### config.mk
export PLATFORM = sky130hd
export DESIGN_NAME = drygascon128_block_feeder
export DESIGN_NICKNAME = d
export VERILOG_FILES = /design/src/rtl/drygascon_pkg.sv /design/src/rtl/drygascon_pad_word.sv /design/src/rtl/drygascon128_block_feeder.sv
export SDC_FILE = /design/constraint.sdc
export NUM_CORES = 1
export LEC_CHECK = 0
export BUFFER_PORTS_ARGS = -buffer_cell sky130_fd_sc_hd__clkbuf_2
export CAP_MARGIN = 20
export CELL_PAD_IN_SITES_DETAIL_PLACEMENT = 1
export CELL_PAD_IN_SITES_GLOBAL_PLACEMENT = 2
export CORE_UTILIZATION = 36
export CTS_CLUSTER_DIAMETER = 120
export CTS_CLUSTER_SIZE = 25
export DETAILED_ROUTE_END_ITERATION = 8
export HOLD_SLACK_MARGIN = 0.12
export PLACE_DENSITY_LB_ADDON = 0.05
export SLEW_MARGIN = 20
export SYNTH_ARGS = -nofsm -noshare
export SYNTH_HDL_FRONTEND = slang
export SYNTH_SLANG_ARGS = --single-unit
### constraint.sdc
create_clock -name clk -period 2.85 [get_ports clk]
set_input_delay 0.57 -clock clk [delete_from_list [all_inputs] [get_ports clk]]
set_output_delay 0.57 -clock clk [all_outputs]
set_load 0.01 [all_outputs]
### src/rtl/drygascon_pkg.sv
// Shared definitions for the drygascon128 block feeder.
// - Domain-separation (ds) bit positions and a helper to pack them.
// - Block / R geometry in 32-bit words, padding byte.
// - Feeder FSM state encoding.
package drygascon_pkg;

  localparam int BLOCK_WORDS = 4;
  localparam int R_WORDS     = 4;

  localparam int DS_PADDED = 0;
  localparam int DS_FINAL  = 1;
  localparam int DS_DOM_LO = 2;
  localparam int DS_DOM_HI = 3;

  localparam logic [7:0] PAD_BYTE = 8'h01;

  typedef enum logic [2:0] {
    S_COLLECT,
    S_WRITE,
    S_START,
    S_WAIT_LO,
    S_WAIT_HI,
    S_RD_DLY,
    S_RD_CAP,
    S_RD_OUT
  } feed_state_e;

  function automatic logic [3:0] make_ds(input logic [1:0] dom, input logic fin,
                                         input logic padded);
    logic [3:0] ds;
    ds                      = '0;
    ds[DS_DOM_HI:DS_DOM_LO] = dom;
    ds[DS_FINAL]            = fin;
    ds[DS_PADDED]           = padded;
    return ds;
  endfunction

endpackage

### src/rtl/drygascon_pad_word.sv
// Masks one little-endian message word to its valid bytes and optionally
// inserts the 10* padding byte right after the last valid byte.
// Ports:
//   word        in  32  raw message word, byte 0 in [7:0]
//   nbytes      in  3   valid bytes (0..4; larger values behave as 4)
//   pad_en      in  1   this word ends the message, padding may land here
//   padded_word out 32  masked word with PAD_BYTE inserted when it fits
//   pad_used    out 1   PAD_BYTE was placed inside this word
module drygascon_pad_word
  import drygascon_pkg::*;
(
  input  logic [31:0] word,
  input  logic [2:0]  nbytes,
  input  logic        pad_en,
  output logic [31:0] padded_word,
  output logic        pad_used
);

  always_comb begin
    padded_word = '0;
    for (int i = 0; i < 4; i++) begin
      if (3'(i) < nbytes)
        padded_word[8*i +: 8] = word[8*i +: 8];
      else if (pad_en && 3'(i) == nbytes)
        padded_word[8*i +: 8] = PAD_BYTE;
    end
    pad_used = pad_en && (nbytes < 3'd4);
  end

endmodule

### src/rtl/drygascon128_block_feeder.sv
// Upstream sequencer for the drygascon128 core: packs a 32-bit message
// stream into 128-bit padded blocks, loads each block into the core, starts
// it, waits for completion and streams R back out.
// Ports:
//   clk, rst (sync, active high), clk_en (global enable)
//   s_data/s_bytes/s_last/s_dom/s_valid/s_ready : message input stream
//   core_din/core_ds/core_wr_i/core_start/core_rd_r : drive the core
//   core_dout/core_idle : core read data (registered) and idle flag
//   m_data/m_last/m_valid/m_ready : R output stream, R[31:0] first
//   busy : message in progress
module drygascon128_block_feeder
  import drygascon_pkg::*;
#(
  parameter int DOM_WIDTH = 2,
  parameter int EMIT_ALL  = 0
) (
  input  logic                 clk,
  input  logic                 rst,
  input  logic                 clk_en,
  input  logic [31:0]          s_data,
  input  logic [2:0]           s_bytes,
  input  logic                 s_last,
  input  logic [DOM_WIDTH-1:0] s_dom,
  input  logic                 s_valid,
  output logic                 s_ready,
  output logic [31:0]          core_din,
  output logic [3:0]           core_ds,
  output logic                 core_wr_i,
  output logic                 core_start,
  output logic                 core_rd_r,
  input  logic [31:0]          core_dout,
  input  logic                 core_idle,
  output logic [31:0]          m_data,
  output logic                 m_last,
  output logic                 m_valid,
  input  logic                 m_ready,
  output logic                 busy
);

  feed_state_e                  state;
  logic [BLOCK_WORDS-1:0][31:0] blk;
  logic [1:0]                   w;      // collect index, reused as write index
  logic [1:0]                   r_idx;
  logic [1:0]                   dom_q;
  logic                         fin_q;
  logic                         pad_q;
  logic [1:0]                   dom_in;
  logic [31:0]                  pad_out;
  logic                         pad_used;
  logic                         accept;

  if (DOM_WIDTH >= 2) begin : g_dom
    assign dom_in = s_dom[1:0];
  end else begin : g_dom_narrow
    assign dom_in = {1'b0, s_dom};
  end

  assign accept = (state == S_COLLECT) && s_valid && s_ready;

  drygascon_pad_word u_pad (
    .word        (s_data),
    .nbytes      (s_bytes),
    .pad_en      (s_last),
    .padded_word (pad_out),
    .pad_used    (pad_used)
  );

  always_ff @(posedge clk) begin
    if (rst) begin
      state      <= S_COLLECT;
      blk        <= '0;
      w          <= '0;
      r_idx      <= '0;
      dom_q      <= '0;
      fin_q      <= 1'b0;
      pad_q      <= 1'b0;
      s_ready    <= 1'b0;
      core_din   <= '0;
      core_ds    <= '0;
      core_wr_i  <= 1'b0;
      core_start <= 1'b0;
      core_rd_r  <= 1'b0;
      m_data     <= '0;
      m_last     <= 1'b0;
      m_valid    <= 1'b0;
      busy       <= 1'b0;
    end else if (clk_en) begin
      unique case (state)
        S_COLLECT: begin
          s_ready <= 1'b1;
          if (accept) begin
            blk[w] <= pad_out;
            // Full last word before the block is full: pad opens the next word.
            if (s_last && !pad_used && w != 2'(BLOCK_WORDS-1))
              blk[w + 2'd1] <= {24'd0, PAD_BYTE};
            if (!busy) dom_q <= dom_in;
            busy <= 1'b1;
            if (s_last || w == 2'(BLOCK_WORDS-1)) begin
              state   <= S_WRITE;
              s_ready <= 1'b0;
              fin_q   <= s_last;
              // Only a last block holding exactly 16 data bytes goes unpadded.
              pad_q   <= s_last && (pad_used || w != 2'(BLOCK_WORDS-1));
              w       <= '0;
            end else begin
              w <= w + 2'd1;
            end
          end
        end
        S_WRITE: begin
          // Shifting the buffer out leaves it zeroed for the next block.
          core_wr_i <= 1'b1;
          core_din  <= blk[0];
          blk       <= blk >> 32;
          w         <= w + 2'd1;
          if (w == 2'(BLOCK_WORDS-1)) state <= S_START;
        end
        S_START: begin
          core_wr_i  <= 1'b0;
          core_start <= 1'b1;
          core_ds    <= make_ds(dom_q, fin_q, pad_q);
          state      <= S_WAIT_LO;
        end
        S_WAIT_LO: begin
          core_start <= 1'b0;
          if (!core_idle) state <= S_WAIT_HI;
        end
        S_WAIT_HI: begin
          if (core_idle) begin
            if (fin_q || EMIT_ALL != 0) begin
              core_rd_r <= 1'b1;
              r_idx     <= '0;
              state     <= S_RD_DLY;
            end else begin
              s_ready <= 1'b1;
              state   <= S_COLLECT;
            end
          end
        end
        S_RD_DLY: begin
          // Core registers dout on this edge; capture follows next edge.
          core_rd_r <= 1'b0;
          state     <= S_RD_CAP;
        end
        S_RD_CAP: begin
          m_data  <= core_dout;
          m_valid <= 1'b1;
          m_last  <= (r_idx == 2'(R_WORDS-1));
          state   <= S_RD_OUT;
        end
        S_RD_OUT: begin
          if (m_ready) begin
            m_valid <= 1'b0;
            m_last  <= 1'b0;
            if (r_idx == 2'(R_WORDS-1)) begin
              s_ready <= 1'b1;
              state   <= S_COLLECT;
              if (fin_q) busy <= 1'b0;
            end else begin
              r_idx     <= r_idx + 2'd1;
              core_rd_r <= 1'b1;
              state     <= S_RD_DLY;
            end
          end
        end
        default: state <= S_COLLECT;
      endcase
    end
  end

endmodule

==> results.yml <==
status:
  status: "complete, no violations"
cts:
  cts.htree.levels: 1
  cts_tree: "built"
  clock_sinks: 214
  cts_setup_buffers: 0
  clk_latency_ns: 0.50
  cts_root_buf: "clkbuf_16"
  hold_buffers: 0
  cts_resized: 0
  clk_pin_slew_ns: 0.10
  cts_buffers: 12
  cts_buffer_depth: 3
place:
  place_congestion: 0.7309
  portBuffers: 150
  dp_hpwl_um: 19840
sta:
  rsz0062_at_grt: "no"
  slew_viol_final: 0
  skew_ns: 0.03426
  fin_setup_tns_ns: 0
  max-slew-margin-rel_pct: 40.60
  worst_slew_pin_slew_ns: 0.8909
  fin_crit_sh_pct: 86.58
  period_needed_ns: 2.468
  setup_viol: 0
  fmax_mhz: 405.3
  hold_viol_final: 0
routing:
  avgRoutedWirePerCell_um: 18.59
  viasPerCell: 5.542
  drt_iter0_drc: 531
  ant_nets: 0
  via_count: 9604
  remaining_drc_errors: 0
  dr.pass1.iters: 4
  drt_wl_total_um: 32210
finish:
  multi_input_area_um2: 5190
  n_fill_cell: 3439
  regArea_um2: 4284
  area_growth_pct: 13.12
  drive_gt1_share_pct: 16.61
  n_antenna_cell: 0
  nets: 1437
pwr:
  p_leak_nw: 4.452
  switching_share_pct: 27.07
  power_frac_seq_pct: 54.9
  ir_drop_mv: 0.3127
  combPwrFrac_pct: 11.4
  totalPowerFinal_mw: 5.611
  cellPowerDensity_nw_per_um2: 487.0
  p_sw_mw: 1.519
  p_int_mw: 4.092
  power_frac_clock_pct: 33.8
critical_path:
  crit_family: "compound AO/OA/AOI/OAI gates"
  crit_path_end_kind: "register"
  max_stage_delay_ns: 0.70
  arrival_ns: 2.87
  crit_required_ns: 3.25
  start_kind: "register"
  cp_max_fo: 17
  critical_path_buf_inv_count: 1
  reg2reg_from: "w[1]"
  crit_cells: 6
  r2r-end: "blk[73]"
  rr_worst_depth: 6
  r2r_setup_slack_ns: 0.38
  worst_path_max_delay_cell: "a21oi_2"
  path_cells: "ha_1 > and3b_1 > a21oi_2 > buf_12 > a221oi_1 > nor3_1"
  crit_type: "register to register"
global_routing:
  grt_pass1_vias: 9298
  grt_max_degree: 176
  gr-total-overflow: 0
  grt_pass1_wl_um: 51770
  grt_usage_pct: 22.07
  antenna_found_initial: 0
logic_synthesis:
  ys_types: 57
  synth_cells: 1287
  synth_warnings: 0
  synth-edff-count: 0
  ys_async_sr_fraction_pct: 0
  seq_area_frac_synth_pct: 42.06
  ys.flop_type: "dfxtp_1"
  avgSynthCellArea_um2: 7.914
  synth-seq-cells: 214
  syn_nets: 1370
  syn-cell-area_um2: 10180
floorplanning:
  die_w_um: 170.2
  initial_core_util_pct: 36.66
  die_h_um: 170.2
  row_count: 61
  io-pin-count: 151
  die_area_um2: 28970
  core_um2: 27780
worst_hold_path:
  hp-class: "input port to register"
  min-delay-start: "core_dout[23]"
  hold_depth: 3
  holdPathEnd: "m_data[23]"
run:
  timing.max_cap.violations: 0
## state kept, by name, indices dropped and copies added, names as in the netlist, 2 cells and up
register / cells
w: 2
r_idx: 2
dom_q: 2
blk: 128
m_data: 32
core_ds: 4
core_din: 32
state: 3
## per-stage QoR
| step | std cells | instance area (um^2) | setup WS [ns] | util [%] | hold WS (ns) |
|---|---|---|---|---|---|
| after detailed placement | 1718 | 11180 | 0.3958 | 40.25 | 0.4467 |
| after CTS | 1733 | 11520 | 0.3854 | 41.47 | 0.2849 |
| after floorplan | 1287 | 10180 | 1.089 | - | 0.4284 |
| after global routing | 1733 | 11520 | 0.1993 | 41.47 | 0.2980 |
| after global placement | 1718 | 11180 | 0.5065 | 40.25 | 0.4408 |
| final | 1733 | 11520 | 0.3824 | 41.47 | 0.3060 |
## placed cells by master (no fill, tap or decap), drive strengths merged, types with 2 or more instances in the layout
cell | synthesis | final
a31oi | 2 | 2
nand2 | 277 | 277
a2111oi | 2 | 2
o22ai | 21 | 21
inv | 29 | 30
mux2i | 3 | 3
o21ai | 22 | 22
and3 | 4 | 4
or3b | 2 | 2
nand4b | 3 | 3
nor2b | 5 | 5
nor2 | 24 | 24
nor3b | 3 | 3
o32ai | 6 | 6
nor4 | 3 | 3
clkbuf | 64 | 163
buf | 67 | 35
a221oi | 85 | 85
nor3 | 66 | 66
ha | 7 | 7
o221a | 3 | 3
nand2b | 3 | 3
a41oi | 2 | 2
a21oi | 197 | 197
and2 | 2 | 2
or2 | 3 | 3
a211oi | 24 | 24
nand3 | 41 | 41
a21o | 69 | 69
nand4 | 2 | 2
a211o | 3 | 3
a311oi | 2 | 2
o21a | 7 | 7
dfxtp | 214 | 214
o31ai | 7 | 7
mux2 | 2 | 2
## cells by family (layout without fill, tap and decap cells)
| family | count (synthesis) | count (layout) | share of synthesized area, % |
|---|---|---|---|
| AOI/OAI and AO/OA | 458 | 458 | 30.18 |
| and+or+nand+nor | 443 | 443 | 19.09 |
| muxes | 5 | 5 | 0.5160 |
| adders and majority gates | 7 | 7 | 0.8599 |
| DFF | 214 | 214 | 42.06 |
| buffers and inverters | 160 | 228 | 7.285 |
## cells in the mapped netlist (3+ instances only)
master / instances / area (um^2)
o32ai_1: 6 / 52.55
nand3_1: 41 / 205.2
nand2_1: 277 / 1040
clkbuf_1: 64 / 240.2
buf_1: 4 / 15.01
o21ai_0: 21 / 105.1
buf_6: 6 / 67.56
mux2i_1: 3 / 30.03
a21oi_1: 194 / 970.9
o22ai_1: 21 / 131.4
and3_1: 4 / 25.02
dfxtp_1: 214 / 4284
a21oi_2: 3 / 26.28
buf_2: 47 / 235.2
nand2b_1: 3 / 18.77
nor2_1: 23 / 86.33
a221oi_1: 76 / 665.6
ha_1: 7 / 87.58
o31ai_1: 7 / 52.55
a21o_1: 69 / 518.0
a211o_1: 3 / 26.28
o221a_1: 3 / 33.78
a211oi_1: 24 / 180.2
nor3b_2: 3 / 37.54
nor3_1: 66 / 330.3
nor2b_1: 5 / 31.28
nand4b_1: 3 / 26.28
o21a_1: 7 / 52.55
buf_4: 10 / 75.07
a221oi_2: 9 / 135.1
or2_2: 3 / 18.77
inv_1: 29 / 108.9
## tightest hold or removal path, stage by stage
cell and delay, ns:
clkbuf_2 0.08, nand2_1 0.04, a21oi_1 0.05
## power by group through the flow
stage / registers [mW] / logic [mW] / clock network, mW
floorplan: 3.14 / 0.418 / 0
global placement: 3.15 / 0.633 / 0
detailed placement: 3.15 / 0.639 / 0
CTS: 3.08 / 0.642 / 1.97
global route: 3.09 / 0.704 / 2.06
finish: 3.08 / 0.639 / 1.89
## how the worst max path moves through the flow
stage	start	endpoint	slack [ns]
after floorplan	w[0]	blk[11]	1.09
after global placement	w[1]	blk[75]	0.51
after global routing	w[1]	blk[76]	0.20
final	w[1]	blk[73]	0.38
after detailed placement	w[1]	blk[73]	0.40
after CTS	w[1]	blk[73]	0.39
## routing by layer
layer  track usage [%]  share of wire [%]  wire, um
met5                 0                  0         0
met4             3.173               0.96       308
met3             2.349                3.5      1121
met2             35.50                 44     14200
met1             32.23                 51     16580
## layout make-up
type                    count  area share [%]
multi-input cells         913           45.05
flip-flops and latches    214           37.19
repair buffers            184           9.763
inverters                  29          0.9448
clock inverters             1         0.09774
well taps                 378           4.105
clock buffers              14           2.856
No activity file was read; power rests on OpenSTA's default activity.
